--- config.mk ---
export PLATFORM = sky130hd
export DESIGN_NAME = ifetch_unit
export DESIGN_NICKNAME = d
export VERILOG_FILES = /design/src/rtl/ifetch_pkg.sv /design/src/rtl/fetch_fifo.sv /design/src/rtl/ifetch_unit.sv
export SDC_FILE = /design/constraint.sdc
export NUM_CORES = 1
export LEC_CHECK = 0
export BUFFER_PORTS_ARGS = -buffer_cell sky130_fd_sc_hd__buf_2
export CAP_MARGIN = 40
export CORE_MARGIN = 3
export CORE_UTILIZATION = 50
export CTS_CLUSTER_SIZE = 20
export DETAILED_ROUTE_END_ITERATION = 8
export PLACE_DENSITY = 0.78
export SLEW_MARGIN = 20
export SYNTH_ARGS = -nofsm -noshare
export SYNTH_HDL_FRONTEND = slang
export SYNTH_SLANG_ARGS = --single-unit
export TNS_END_PERCENT = 50
--- constraint.sdc ---
create_clock -name clk -period 6.84 [get_ports clk]
set_input_delay 0.684 -clock clk [delete_from_list [all_inputs] [get_ports clk]]
set_output_delay 0.684 -clock clk [all_outputs]
set_load 0.05 [all_outputs]
--- src/rtl/ifetch_pkg.sv ---
// Shared definitions for the instruction-fetch path and the 32-entry instruction memory.
package ifetch_pkg;
    localparam int IM_ADDR_W = 5;
    localparam int IM_DATA_W = 32;

    localparam logic [IM_ADDR_W-1:0] RESET_PC = '0;

    typedef struct packed {
        logic [IM_ADDR_W-1:0] pc;
        logic [IM_DATA_W-1:0] instr;
    } fetch_entry_t;
endpackage

--- src/rtl/fetch_fifo.sv ---
// Synchronous prefetch FIFO with flush; head data is shown directly from storage
// and falls back to the last shown head while empty so the output never goes X.
module fetch_fifo #(
    parameter int WIDTH = 37,
    parameter int DEPTH = 4
) (
    input  logic                         clk,
    input  logic                         reset,
    input  logic                         flush,
    input  logic                         push,
    input  logic                         pop,
    input  logic [WIDTH-1:0]             din,
    output logic [WIDTH-1:0]             dout,
    output logic [$clog2(DEPTH+1)-1:0]   count,
    output logic                         full
);
    localparam int PTR_W = $clog2(DEPTH);
    localparam int CNT_W = $clog2(DEPTH+1);
    localparam logic [CNT_W-1:0] FULL_CNT = CNT_W'(DEPTH);

    logic [WIDTH-1:0] mem_q [DEPTH];
    logic [WIDTH-1:0] last_q;
    logic [PTR_W-1:0] wr_ptr_q, wr_ptr_d;
    logic [PTR_W-1:0] rd_ptr_q, rd_ptr_d;
    logic [CNT_W-1:0] count_q, count_d;
    logic             nonempty;
    logic             do_push, do_pop;

    assign nonempty = (count_q != '0);
    assign full     = (count_q == FULL_CNT);
    // Pointers wrap naturally because DEPTH is a power of two.
    assign do_push  = push & ~flush & (~full | do_pop);
    assign do_pop   = pop & ~flush & nonempty;

    always_comb begin
        wr_ptr_d = wr_ptr_q;
        rd_ptr_d = rd_ptr_q;
        count_d  = count_q;
        if (flush) begin
            wr_ptr_d = '0;
            rd_ptr_d = '0;
            count_d  = '0;
        end else begin
            if (do_push) wr_ptr_d = wr_ptr_q + 1'b1;
            if (do_pop)  rd_ptr_d = rd_ptr_q + 1'b1;
            if (do_push && !do_pop)      count_d = count_q + 1'b1;
            else if (do_pop && !do_push) count_d = count_q - 1'b1;
        end
    end

    always_ff @(posedge clk or posedge reset) begin
        if (reset) begin
            wr_ptr_q <= '0;
            rd_ptr_q <= '0;
            count_q  <= '0;
            last_q   <= '0;
        end else begin
            wr_ptr_q <= wr_ptr_d;
            rd_ptr_q <= rd_ptr_d;
            count_q  <= count_d;
            if (nonempty) last_q <= mem_q[rd_ptr_q];
        end
    end

    always_ff @(posedge clk) begin
        if (do_push) mem_q[wr_ptr_q] <= din;
    end

    assign dout  = nonempty ? mem_q[rd_ptr_q] : last_q;
    assign count = count_q;
endmodule

--- src/rtl/ifetch_unit.sv ---
// Fetch master: owns the fetch PC, drives the instruction memory address and
// streams {pc, instr} to decode through a prefetch FIFO; redirect flushes and restarts.
module ifetch_unit
    import ifetch_pkg::*;
#(
    parameter int ADDR_W = IM_ADDR_W,
    parameter int DATA_W = IM_DATA_W,
    parameter int DEPTH  = 4
) (
    input  logic                         clk,
    input  logic                         reset,
    output logic [ADDR_W-1:0]            im_pc,
    input  logic [DATA_W-1:0]            im_instr,
    input  logic                         fetch_en,
    input  logic                         redirect_valid,
    input  logic [ADDR_W-1:0]            redirect_pc,
    output logic                         out_valid,
    input  logic                         out_ready,
    output logic [DATA_W-1:0]            out_instr,
    output logic [ADDR_W-1:0]            out_pc,
    output logic [$clog2(DEPTH+1)-1:0]   occupancy
);
    localparam int EW = ADDR_W + DATA_W;

    logic [ADDR_W-1:0] pc_q, pc_d;
    logic [EW-1:0]     head;
    logic              full;
    logic              pop, push;

    assign pop  = out_valid & out_ready;
    assign push = fetch_en & ~redirect_valid & (~full | pop);

    // Redirect outranks push; a pc increment only happens with an accepted push.
    always_comb begin
        pc_d = pc_q;
        if (redirect_valid) pc_d = redirect_pc;
        else if (push)      pc_d = pc_q + 1'b1;
    end

    always_ff @(posedge clk or posedge reset) begin
        if (reset) pc_q <= ADDR_W'(RESET_PC);
        else       pc_q <= pc_d;
    end

    fetch_fifo #(.WIDTH(EW), .DEPTH(DEPTH)) u_fifo (
        .clk   (clk),
        .reset (reset),
        .flush (redirect_valid),
        .push  (push),
        .pop   (pop),
        .din   ({pc_q, im_instr}),
        .dout  (head),
        .count (occupancy),
        .full  (full)
    );

    assign im_pc     = pc_q;
    assign out_valid = (occupancy != '0);
    assign out_pc    = head[EW-1 -: ADDR_W];
    assign out_instr = head[DATA_W-1:0];
endmodule

## After elaboration in Yosys (flattened, before gate mapping)

Memories as Yosys holds them, arrays and structs flattened.
Index checks and enable logic that the tools add are counted.
Widths: inputs -> output; s select.

- Output and inout port bits: 46
- RAM bits: 148
- Memories: 1
- Register bits after elaboration: 49

- Reduce and logical (&&, ||, !) cells: 9
- Eq/ne operators: 1
- Multiplexer cells: 12
- Add/sub/neg operators: 5
- Bitwise logic cells: 11

Memories:

| name | words | width | rd ports | clocked after Yosys merged registers in | write ports | line | text |
|---|---|---|---|---|---|---|---|
| u_fifo.mem_q | 4 | 37 | 1 | 0 | 1 | fetch_fifo.sv:21 | `logic [WIDTH-1:0] mem_q [DEPTH];` |

Operator list:

| operator | count |
|---|---|
| $mux 37 | 1 |
| $mux 5 | 2 |
| $mux 3 | 3 |
| $mux 2 | 4 |
| $and 1x1->1 | 7 |
| $reduce_bool 2->1 | 3 |
| $reduce_bool 3->1 | 2 |
| $add 5x1->5 const B | 1 |
| $add 2x1->2 const B | 2 |
| $add 3x1->3 const B | 1 |
| $eq 3x3->1 const B | 1 |
| $sub 3x1->3 const B | 1 |
| $logic_and 1x1->1 | 2 |
| $logic_not 1->1 | 2 |
| $mux 1 | 2 |
| $not 1->1 | 2 |
| $or 1x1->1 | 2 |

## Longest topological paths before layout

Gate-level depths: netlist of run 1.

- Depth in word-level cells: 11
- Mapped depth: 8
- Gate-level depth less buffers: 7

## Cells and area by module

From an unflattened synthesis of run 1, not the netlist that was laid out.

- Cell total of the unflattened synthesis: 377
- Area total of the unflattened synthesis: 7641.1 um^2

Modules (own cells, without submodules):

| module | area an instance (um^2) | cells an instance | times used |
|---|---|---|---|
| fetch_fifo | 7258.2 | 333 | 1 |
| ifetch_unit | 382.9 | 44 | 1 |

## Worst setup path after synthesis of run 1

OpenSTA, ideal clock, no wires.

- Kind: reg2reg
- Start point: register u_fifo.count_q[2] (netlist: u_fifo.count[2])
- End point: register u_fifo.count_q[1] (netlist: u_fifo.count[1])
- Clock period less this slack: 2.625 ns
- Data arrival time: 2.521 ns
- Path slack: 4.215 ns
- Setup time: 0.104 ns
- Required time: 6.736 ns
- Path buffers: 1
- Stages on the path, launching flop included: 8
- Path through: dfrtp_1 buf_2 nor4b_4 nor3_1 and2_1 fa_1 a2111o_1 a221oi_1

- Longest elaborated chain between the ends: 9
- Elaborated cells between the ends (all ways): 18
- Those cells by class: 1 x eq/ne; 2 x mux; 9 x bitwise; 6 x reduce/logical

Ends and longest elaborated chain:

| what | line | text |
|---|---|---|
| start, declared | fetch_fifo.sv:25 | `logic [CNT_W-1:0] count_q, count_d;` |
| start signal, assigned | fetch_fifo.sv:60 | `count_q <= count_d;` |
| $reduce_bool 3->1 or $eq 3x3->1 (tied branches) | fetch_fifo.sv:29, ifetch_unit.sv:58, fetch_fifo.sv:30 |  |
| $and 1x1->1 or $not 1->1 (tied branches) | ifetch_unit.sv:30, fetch_fifo.sv:32, ifetch_unit.sv:31 |  |
| $or 1x1->1 or $and 1x1->1 (tied branches) | ifetch_unit.sv:31, fetch_fifo.sv:33 |  |
| $and 1x1->1 (on tied branches) | ifetch_unit.sv:31, fetch_fifo.sv:33 |  |
| $and 1x1->1 or $or 1x1->1 (tied branches) | fetch_fifo.sv:32 | `assign do_push = push & ~flush & (~full \| do_pop);` |
| $and 1x1->1 | fetch_fifo.sv:32 |  |
| $logic_and 1x1->1 or $logic_not 1->1 (tied branches) | fetch_fifo.sv:46, fetch_fifo.sv:47 |  |
| $mux 3 or $logic_and 1x1->1 (tied branches) | fetch_fifo.sv:46, fetch_fifo.sv:47 |  |
| $mux 3 or $reduce_bool 3->1 (tied branches) | -- |  |

Several ways; a longest one is shown, not always the timed one.
A chain may end at the register's enable or synchronous reset.

## Worst setup path in the final report of run 1

- Start point: register u_fifo.rd_ptr_q[0]
- End point: output out_pc[4]

- Longest elaborated chain between the ends: 2

Ends and longest elaborated chain:

| what | line | text |
|---|---|---|
| start, declared | fetch_fifo.sv:24 | `logic [PTR_W-1:0] rd_ptr_q, rd_ptr_d;` |
| start signal, assigned | fetch_fifo.sv:59 | `rd_ptr_q <= rd_ptr_d;` |
| $mem_v2 4x37 | -- |  |
| $mux 37 | fetch_fifo.sv:69 | `assign dout = nonempty ? mem_q[rd_ptr_q] : last_q;` |
| end, declared | ifetch_unit.sv:20 | `output logic [ADDR_W-1:0] out_pc,` |

No other way between the ends.

==> results of run 1 <==
## Yosys cell counts (2+ instances only)
cell,instances,area (um2)
a31oi_1,5,31.3
o21ai_0,6,30.0
edfxtp_1,148,4440
nand4_1,2,12.5
ha_1,5,62.6
nand2_1,4,15.0
or4_1,2,15.0
a21oi_1,2,10.0
mux4_2,37,833
buf_4,3,22.5
buf_6,5,56.3
dfrtp_1,49,1230
and2_1,5,31.3
nor2_1,6,22.5
buf_2,8,40.0
inv_1,8,30.0
xor2_1,3,26.3
mux2_4,19,285
mux2_2,18,203
nand3_1,5,25.0
o211ai_1,2,15.0
clkbuf_1,2,7.51
## layer usage
| layer | vias to the layer above | track usage, % | share of wire [%] | wire length [um] |
|---|---|---|---|---|
| li1 | 1662 | - | - | - |
| met1 | 1912 | 22.4 | 44 | 5870 |
| met2 | 70 | 27.7 | 50 | 6670 |
| met3 | 17 | 5.53 | 4.5 | 593 |
| met4 | 2 | 4.95 | 1.1 | 147 |
| met5 | - | 0 | 0.083 | 11 |
## stage by stage
stage | utilization [%] | hold WS, ns | total power, W | instance area, um2
after floorplan | - | 0.557 | 0.00278 | 7680
after global placement | 55.8 | 0.477 | 0.00300 | 8230
after detailed placement | 56.5 | 0.476 | 0.00304 | 8340
after CTS | 60.3 | 0.450 | 0.00397 | 8890
after global routing | 60.3 | 0.455 | 0.00410 | 8890
final | 60.3 | 0.460 | 0.00392 | 8890
## layout make-up
class | count | share of cell area, %
flip-flops and latches | 197 | 63.8
multi-input cells | 144 | 20.8
repair buffers | 94 | 6.27
clock buffers | 24 | 5.42
well taps | 184 | 2.59
clock inverters | 8 | 0.830
inverters | 8 | 0.338
## path summary, 6_finish.rpt
path                                             endpoint  slack [ns]  cells past startpoint
setup / recovery                                out_pc[4]        3.44                      4
hold / removal                u_fifo.last_q[21]$_DFF_PP0_        0.46                      3
setup reg to reg              u_fifo.count[1]$_DFFE_PP0P_        4.24                      6
hold reg to reg               u_fifo.last_q[11]$_DFF_PP0_        0.49                      1
max in group asynchronous  u_fifo.rd_ptr_q[1]$_DFFE_PP0P_        5.87                      3
min in group clk            u_fifo.mem_q[3][20]$_DFFE_PP_        0.47                      1
## sequential cells by signal, indices dropped and copies added, names as in the netlist
| name | flops |
|---|---|
| u_fifo.last_q | 37 |
| im_pc | 5 |
| u_fifo.mem_q | 148 |
| u_fifo.count | 3 |
| u_fifo.rd_ptr_q | 2 |
| u_fifo.wr_ptr_q | 2 |
## logic make-up (layout without fill, tap and decap cells)
group	count (synthesis)	count (layout)	synth area share (%)
fa+ha+maj	6	6	1.08
buf+inv	27	134	2.15
compound gates	24	24	2.15
flops	197	197	73.8
mux	75	75	17.3
simple gates	35	35	2.98
xor+xnor	4	4	0.456
## worst min-delay path, stage by stage
cell and delay [ns]:
buf_2 0.10, inv_2 0.03, buf_4 0.56
## where the power goes
group          total [W]  internal [W]  switching, W
logic            0.00146      0.000493      0.000964
clock network   0.000928      0.000530      0.000397
registers        0.00154       0.00145     0.0000871
==> metrics.cfg, run 1 <==
[finish]
final_cell_mix = edfxtp_1, buf_2, dfrtp_1
multi_input_area_um2 = 1850
drive_above_1_share_pct = 44.2
final_nets = 510
antenna_cells = 0
final_cells = 659
syn2layout_area_growth_pct = 15.8
final_common_cell = edfxtp_1
nFillCells = 1073
seqCellArea_um2 = 5670

[detailed_routing]
drcViolationCount = 0
drtPass1Iterations = 4
wl_per_cell_um = 20.2
wirelength_um = 13300
ant_nets = 0
dr.first_iter.drc_count = 275
viasPerCell = 5.56
vias = 3663

[critical_path]
cp_num_buf_inv = 2
crit_required_ns = 6.16
critPathSlowestCell = dfrtp_2
path_max_fanout = 28
worstPathArrival_ns = 2.72
path_cells = buf_4 > mux4_2 > mux2_2 > buf_2
worstSetupPathType = flop to output port
start_kind = flop
crit_path_start = u_fifo.rd_ptr_q[0]$_DFFE_PP0P_
cp_slowest_stage_delay_ns = 0.61
timing.rr.start = u_fifo.count[2]$_DFFE_PP0P_
endpoint_kind = output port
cpLargestDelayFamily = multiplexers

[timing]
setup_ws_ns = 3.44
final.period_utilization_pct = 49.7
hold_viol_final = 0
setup_tns_ns = 0
rsz0062_at_grt = false
worst_pin_slew_ns = 0.716
fin_crit_ns = 3.40
drv_slew = 0
fin_skew_ns = 0.00961
finalSetupViolCount = 0
slew_headroom_pct = 52.3
max_freq_mhz = 294

[synth]
synth_cell_types = 46
syn_area_per_cell_um2 = 20.9
synth_area_um2 = 7680
synth_edf_count = 148
synth_ff_type = edfxtp_1
synth_seq_cells = 197
postSynthCellCount = 368
yosysWarnings = 0
synth_nets = 416
ys_async_sr_fraction_pct = 24.9
seq_area_frac_synth_pct = 73.8

[global_routing]
track_usage_pct = 17.1
grt_max_degree = 50
grt-ovfl-total = 0
antenna_found_initial = 1
grt_pass1_wl_um = 21200
grt_pass1_vias = 3915

[floorplan]
coreArea_um2 = 14800
ios = 88
die_w_um = 130
chipHeight_um = 130
rows = 44
die-area_um2 = 16900
initial_core_util_pct = 52.0

[clock_tree]
htreeDepth = 4
clk_latency_ns = 0.43
clock_sinks = 197
clkTransAtPathRegs_ns = 0.06
cts_resized = 0
cts_buffer_depth = 2
clockRootBuffer = clkbuf_16
numCtsBuffers = 17
ctsHoldBuffers = 0
post-cts-setup-buffer-count = 0
cts_tree = done

[outcome]
status = finished, final reports clean

[place]
numPortBuffers = 87
routabilityCongestion = 0.728
place_inst = 627
pre_cts_slack_ns = 3.81
dp_hpwl_um = 8240

[flow_run]
maxCapViolCount = 0

[power_and_ir_drop]
peakVddDrop_v = 0.000235
p_leak_nw = 3.24
power_density_nw_per_um2 = 441

[min_path]
hold_path_class = input port to async pin

Power figures use the tool's default switching activity.
==> inputs of run 2 (changes only) <==
Settings changed: ABC_AREA set to 1, PLACE_DENSITY 0.78 to 0.81.
Clock period 6.84 ns to 2.9 ns, I/O delays scaled along.
==> metrics.cfg, run 2 <==
[synth]
synth_top_area_share_pct = 58.5  ; +0.67 points
synth_area_um2 = 7590  ; -1.1%
ys_async_sr_fraction_pct = 24.9  ; unchanged
synth_top_area_cell = edfxtp_1
synth_nets = 660  ; +59%
synth_edf_count = 148  ; unchanged
syn_area_per_cell_um2 = 12.4  ; -41%
seq_area_frac_synth_pct = 74.7  ; +0.85 points
synth_area_leaders = edfxtp_1, dfrtp_1, nor2_1
synth_seq_cells = 197  ; unchanged
synth_cell_types = 25  ; -46%
postSynthCellCount = 612  ; +66%
yosysWarnings = 0  ; unchanged
post-synth-top-count-cell = nor2_1
synth_top_cells_by_count = nor2_1, edfxtp_1, dfrtp_1
synth_ff_type = edfxtp_1

[global_routing]
grt-ovfl-total = 0  ; unchanged
grt_max_degree = 79  ; +58%
track_usage_pct = 20.1  ; +3.0 points
grt.busiest_layer = met2
grt_use_met3_pct = 5.36  ; -0.17 points
use_met2_pct = 34.3  ; +6.6 points
gr-usage-met1_pct = 25.3  ; +2.9 points
antenna_found_initial = 2  ; +1
grt_pass1_wl_um = 25500  ; +20%
grt_pass1_vias = 5053  ; +29%

[clock_tree]
clock_sinks = 197  ; unchanged
numCtsBuffers = 17  ; unchanged
cts_tree = done
htreeDepth = 4  ; unchanged
cts_buffer_depth = 2  ; unchanged
clockRootBuffer = clkbuf_16
clk_latency_ns = 0.43  ; about the same
clkTransAtPathRegs_ns = 0.07  ; about the same
post-cts-setup-buffer-count = 0  ; unchanged

[floorplan]
initial_core_util_pct = 51.6  ; -0.40 points
die_w_um = 129  ; -0.55%
ios = 88  ; unchanged
rows = 44  ; unchanged
coreArea_um2 = 14700  ; -0.37%
chipHeight_um = 129  ; -0.55%
die-area_um2 = 16700  ; -1.1%

[finish]
top_register = u_fifo.mem_q
antenna_cells = 0  ; unchanged
largest_register_ffs = 148  ; unchanged
final_area_um2 = 8820  ; -0.83%
final_cell_mix = nor2_1, edfxtp_1, buf_2
final_cells = 897  ; +36%
drive_above_1_share_pct = 21.0  ; -23 points
syn2layout_area_growth_pct = 16.2
nFillCells = 1101  ; +2.6%
final_common_cell = nor2_1
postLayoutCoreUtil_pct = 60.0  ; -0.28 points
final_nets = 748  ; +47%

[timing]
drv_slew = 0  ; unchanged
fin_crit_ns = 2.71
hold_viol_final = 0  ; unchanged
fin_skew_ns = 0.0102  ; +0.000607 ns
rsz0062_at_grt = false
final.period_utilization_pct = 93.4
setup_tns_ns = 0  ; unchanged
finalSetupViolCount = 0  ; unchanged
slew_headroom_pct = 48.2  ; -4.0 points
max_freq_mhz = 369
worst_pin_slew_ns = 0.775  ; +0.0594 ns

[place]
dpl_cell_area_um2 = 8240  ; -1.2%
place_inst = 863  ; +38%
routabilityCongestion = 0.822  ; +13%
dp_hpwl_um = 9660  ; +17%
numPortBuffers = 87  ; unchanged

[outcome]
status = finished, final reports clean

[detailed_routing]
drcViolationCount = 0  ; unchanged
ant_nets = 0  ; unchanged
wl_per_cell_um = 17.9  ; -11%
dr.first_iter.drc_count = 440  ; +60%
drtPass1Iterations = 5  ; +1
vias = 4999  ; +36%
viasPerCell = 5.57  ; +0.26%
wirelength_um = 16100  ; +21%

[critical_path]
start_kind = flop
r2r-end = u_fifo.mem_q[1][36]$_DFFE_PP_
timing.rr.start = u_fifo.count[2]$_DFFE_PP0P_
reg2reg_slack_ns = 0.85  ; -3.39 ns
endpoint_kind = output port
cp_slowest_stage_delay_ns = 0.63  ; +0.02 ns
worstSetupPathType = flop to output port
path_cells = clkinv_2 > buf_4 > o21ai_0 > a31oi_1 > buf_2
cp_num_buf_inv = 3  ; +1
critPathSlowestCell = dfrtp_4
worstPathArrival_ns = 2.42  ; -0.30 ns
crit_required_ns = 2.61  ; -3.55 ns
rr_worst_depth = 6  ; unchanged
path_max_fanout = 30  ; +7.1%
cpLargestDelayFamily = buffers and inverters

[power_and_ir_drop]
p_total_w = 0.00831  ; +110%
seqPwrFrac_pct = 42.9  ; +3.7 points
switching_share_pct = 38.0  ; +1.0 points
peakVddDrop_v = 0.000575  ; +140%
internal-power_w = 0.00515  ; +110%
p_comb_share_pct = 31.1  ; -6.0 points
p_switching_w = 0.00316  ; +120%
p_leak_nw = 3.30  ; +1.9%
p_clk_share_pct = 26.1  ; +2.4 points
power_density_nw_per_um2 = 942  ; +110%

[min_path]
hold_start = im_instr[2]
holdPathEnd = u_fifo.mem_q[3][2]$_DFFE_PP_
hold_path_class = input port to flop
hold_depth = 1

[flow_run]
maxCapViolCount = 0  ; unchanged

[run 2: worst reg2reg max path, delay by kind of cell (launching register included)]
family                 cells  cell delay (ns)
buffers and inverters      2             0.44
flip-flops                 1             0.41
AND/OR/NAND/NOR            4             0.88
[run 2: cell type report]
type	instances	area (um2)	share of cell area [%]
clock buffer	19	433	4.91
clock inverter	13	108	1.22
inverter	19	72.6	0.823
multi-input combinational	363	1710	19.3
sequential	197	5680	64.3
tap	184	230	2.61
timing repair buffer	102	596	6.75
[run 2: worst max-delay path by stage]
stage                              startpoint                           end  cells past startpoint
2_1_floorplan     u_fifo.count[0]$_DFFE_PP0P_  u_fifo.mem_q[0][0]$_DFFE_PP_                      4
3_3_place_gp   u_fifo.rd_ptr_q[0]$_DFFE_PP0P_                 out_instr[13]                      5
3_5_place_dp   u_fifo.rd_ptr_q[0]$_DFFE_PP0P_                  out_instr[3]                      5
4_1_cts        u_fifo.rd_ptr_q[0]$_DFFE_PP0P_                  out_instr[3]                      5
5_1_grt        u_fifo.rd_ptr_q[0]$_DFFE_PP0P_                  out_instr[3]                      5
6_report       u_fifo.rd_ptr_q[0]$_DFFE_PP0P_                  out_instr[3]                      5
[run 2: kinds of logic after synthesis]
| group | count (synthesis) | synth area share (%) |
|---|---|---|
| AOI/OAI and AO/OA | 122 | 8.85 |
| DFF | 197 | 74.7 |
| buffers and inverters | 52 | 3.21 |
| adders and majority gates | 6 | 1.09 |
| and+or+nand+nor | 232 | 11.8 |
| xor gates and xnor gates | 3 | 0.346 |
[run 2: repair_timing]
action | in CTS | in global routing
gates resized for setup | 0 | 2
hold endpoints to repair | 0 | 14
hold buffers | 0 | 1
setup endpoints to repair | 0 | 3
[run 2: per-stage QoR]
step | setup WS [ns] | hold WS, ns
3_3_place_gp | 0.665 | 0.489
2_1_floorplan | -0.102 | 0.389
5_1_grt | 0.0543 | 0.0623
3_5_place_dp | 0.588 | 0.509
4_1_cts | 0.0582 | 0.0557
6_report | 0.191 | 0.0795
[run 2: power by group through the flow]
stage          registers [W]  clock network [W]  logic [W]
2_1_floorplan        0.00363                  0    0.00194
3_3_place_gp         0.00360                  0    0.00253
3_5_place_dp         0.00362                  0    0.00258
4_1_cts              0.00356            0.00220    0.00260
5_1_grt              0.00360            0.00233    0.00276
6_report             0.00356            0.00217    0.00258
[run 2: layer usage]
metal	vias up	share of wire [%]
met5	-	0.10
met4	4	0.85
met3	15	6.6
met2	185	52
met1	2480	40
li1	2315	-
==> inputs of run 3 (changes only) <==
Settings changed: PLACE_DENSITY 0.81 to 0.8, SKIP_CTS_REPAIR_TIMING set to 1.
==> metrics.cfg, run 3 (same netlist as run 2, synthesis figures left out) <==
[power_and_ir_drop]
power_density_nw_per_um2 = 940  ; -0.25%
seqPwrFrac_pct = 42.8  ; about the same
internal-power_w = 0.00517  ; +0.35%
p_clk_share_pct = 26.0  ; about the same
switching_share_pct = 37.8  ; -0.18 points
p_switching_w = 0.00314  ; -0.41%
p_leak_nw = 3.31  ; +0.42%
p_total_w = 0.00832  ; about the same
peakVddDrop_v = 0.000526  ; -8.5%
p_comb_share_pct = 31.2  ; about the same

[finish]
seqCellArea_um2 = 5680  ; unchanged
syn2layout_area_growth_pct = 16.6
top_register = u_fifo.mem_q
final_common_cell = nor2_1
largest_register_ffs = 148  ; unchanged
multi_input_area_um2 = 1710  ; unchanged
final_nets = 750  ; +0.27%
nFillCells = 1122  ; +1.9%
antenna_cells = 0  ; unchanged
final_cell_mix = nor2_1, edfxtp_1, buf_2
postLayoutCoreUtil_pct = 60.2  ; +0.19 points
drive_above_1_share_pct = 21.5  ; +0.50 points

[timing]
rsz0062_at_grt = false
worst_pin_slew_ns = 0.816  ; +0.0404 ns
setup_ws_ns = 0.262  ; +0.0707 ns
setup_tns_ns = 0  ; unchanged
slew_headroom_pct = 45.5  ; -2.7 points
drv_slew = 0  ; unchanged
hold_viol_final = 0  ; unchanged
finalSetupViolCount = 0  ; unchanged
fin_skew_ns = 0.00600  ; -0.00421 ns
final.period_utilization_pct = 91.0  ; -2.4 points
fin_crit_ns = 2.64  ; -0.0707 ns
max_freq_mhz = 379  ; +2.7%

[detailed_routing]
viasPerCell = 5.47  ; -1.8%
vias = 4919  ; -1.6%
ant_nets = 0  ; unchanged
drtPass1Iterations = 5  ; unchanged
dr.first_iter.drc_count = 339  ; -23%
wirelength_um = 15800  ; -1.9%
drcViolationCount = 0  ; unchanged
wl_per_cell_um = 17.5  ; -2.1%

[clock_tree]
cts_tree = done
htreeDepth = 4  ; unchanged
clockRootBuffer = clkbuf_16
clkTransAtPathRegs_ns = 0.06  ; about the same
numCtsBuffers = 17  ; unchanged
clk_latency_ns = 0.42  ; about the same
clock_sinks = 197  ; unchanged
cts_buffer_depth = 2  ; unchanged

[critical_path]
path_cells = nor2_2 > nand2_2 > buf_4 > a31oi_1 > buf_2
worstPathArrival_ns = 2.35  ; -0.07 ns
cp_slowest_stage_delay_ns = 0.41  ; -0.22 ns
path_max_fanout = 25  ; -17%
start_kind = flop
rr_worst_depth = 10  ; +4
r2r-end = u_fifo.count[2]$_DFFE_PP0P_
cp-endpoint = out_pc[3]
crit_path_start = u_fifo.count[0]$_DFFE_PP0P_
endpoint_kind = output port
worstSetupPathType = flop to output port
reg2reg_slack_ns = 0.84  ; about the same
critPathSlowestCell = dfrtp_1
crit_required_ns = 2.61  ; about the same
timing.rr.start = u_fifo.count[0]$_DFFE_PP0P_

[floorplan]
coreArea_um2 = 14700  ; unchanged
ios = 88  ; unchanged
die-area_um2 = 16700  ; unchanged
rows = 44  ; unchanged
chipHeight_um = 129  ; unchanged
die_w_um = 129  ; unchanged
initial_core_util_pct = 51.6  ; unchanged

[global_routing]
gr-usage-met1_pct = 23.7  ; -1.6 points
grt_max_degree = 56  ; -29%
use_met2_pct = 34.1  ; -0.24 points
grt_pass1_wl_um = 24700  ; -3.1%
grt-ovfl-total = 0  ; unchanged
grt_pass1_vias = 4860  ; -3.8%
grt.busiest_layer = met2
grt_use_met3_pct = 5.19  ; -0.16 points
track_usage_pct = 19.5  ; -0.52 points
antenna_found_initial = 1  ; -1

[outcome]
status = finished, final reports clean

[flow_run]
maxCapViolCount = 0  ; unchanged

[place]
routabilityCongestion = 0.779  ; -5.2%
pre_cts_slack_ns = 0.606  ; +0.0174 ns
numPortBuffers = 87  ; unchanged
dp_hpwl_um = 9830  ; +1.8%

[min_path]
hold_path_class = input port to flop

## run 3: layout make-up
cell class | count | area share (%)
clock buffers | 18 | 4.96
clock inverters | 14 | 1.24
inverters | 19 | 0.806
multi-input cells | 363 | 19.3
flip-flops and latches | 197 | 64.1
well taps | 184 | 2.60
repair buffers | 104 | 6.96
## run 3: routing by layer
| layer | routed length (um) | vias up | share of wire [%] |
|---|---|---|---|
| li1 | - | 2315 | - |
| met1 | 6390 | 2438 | 41 |
| met2 | 8230 | 143 | 52 |
| met3 | 915 | 21 | 5.8 |
| met4 | 206 | 2 | 1.3 |
| met5 | 13 | - | 0.082 |
## run 3: power by group through the flow
stage / registers (W) / logic [W] / clock network, W
2_1_floorplan: 0.00363 / 0.00194 / 0
3_3_place_gp: 0.00360 / 0.00254 / 0
3_5_place_dp: 0.00361 / 0.00261 / 0
4_1_cts: 0.00356 / 0.00261 / 0.00220
5_1_grt: 0.00359 / 0.00277 / 0.00232
6_report: 0.00356 / 0.00259 / 0.00217
## run 3: metrics by stage
stage | instance area, um2 | std cells | hold WS (ns)
2_1_floorplan | 7590 | 612 | 0.389
3_3_place_gp | 8270 | 865 | 0.503
3_5_place_dp | 8290 | 866 | 0.253
4_1_cts | 8840 | 898 | -0.208
5_1_grt | 8850 | 899 | 0.0582
6_report | 8850 | 899 | 0.0788
## run 3: worst max-delay path: cells and delay by family, from the launching register on
family / cells / cell delay, ns
simple gates: 2 / 0.49
compound gates: 1 / 0.34
buf+inv: 2 / 0.68
flops: 1 / 0.41
## run 3: how the worst min path moves through the flow
stage | startpoint | to | slack, ns | cells after the start
finish | im_instr[24] | u_fifo.mem_q[3][24]$_DFFE_PP_ | 0.08 | 1
global route | im_instr[30] | u_fifo.mem_q[2][30]$_DFFE_PP_ | 0.06 | 1
CTS | reset | u_fifo.last_q[32]$_DFF_PP0_ | -0.21 | 2
detailed placement | reset | u_fifo.last_q[27]$_DFF_PP0_ | 0.25 | 2
global placement | im_instr[6] | u_fifo.mem_q[0][6]$_DFFE_PP_ | 0.50 | 1
floorplan | im_instr[0] | u_fifo.mem_q[0][0]$_DFFE_PP_ | 0.39 | 0
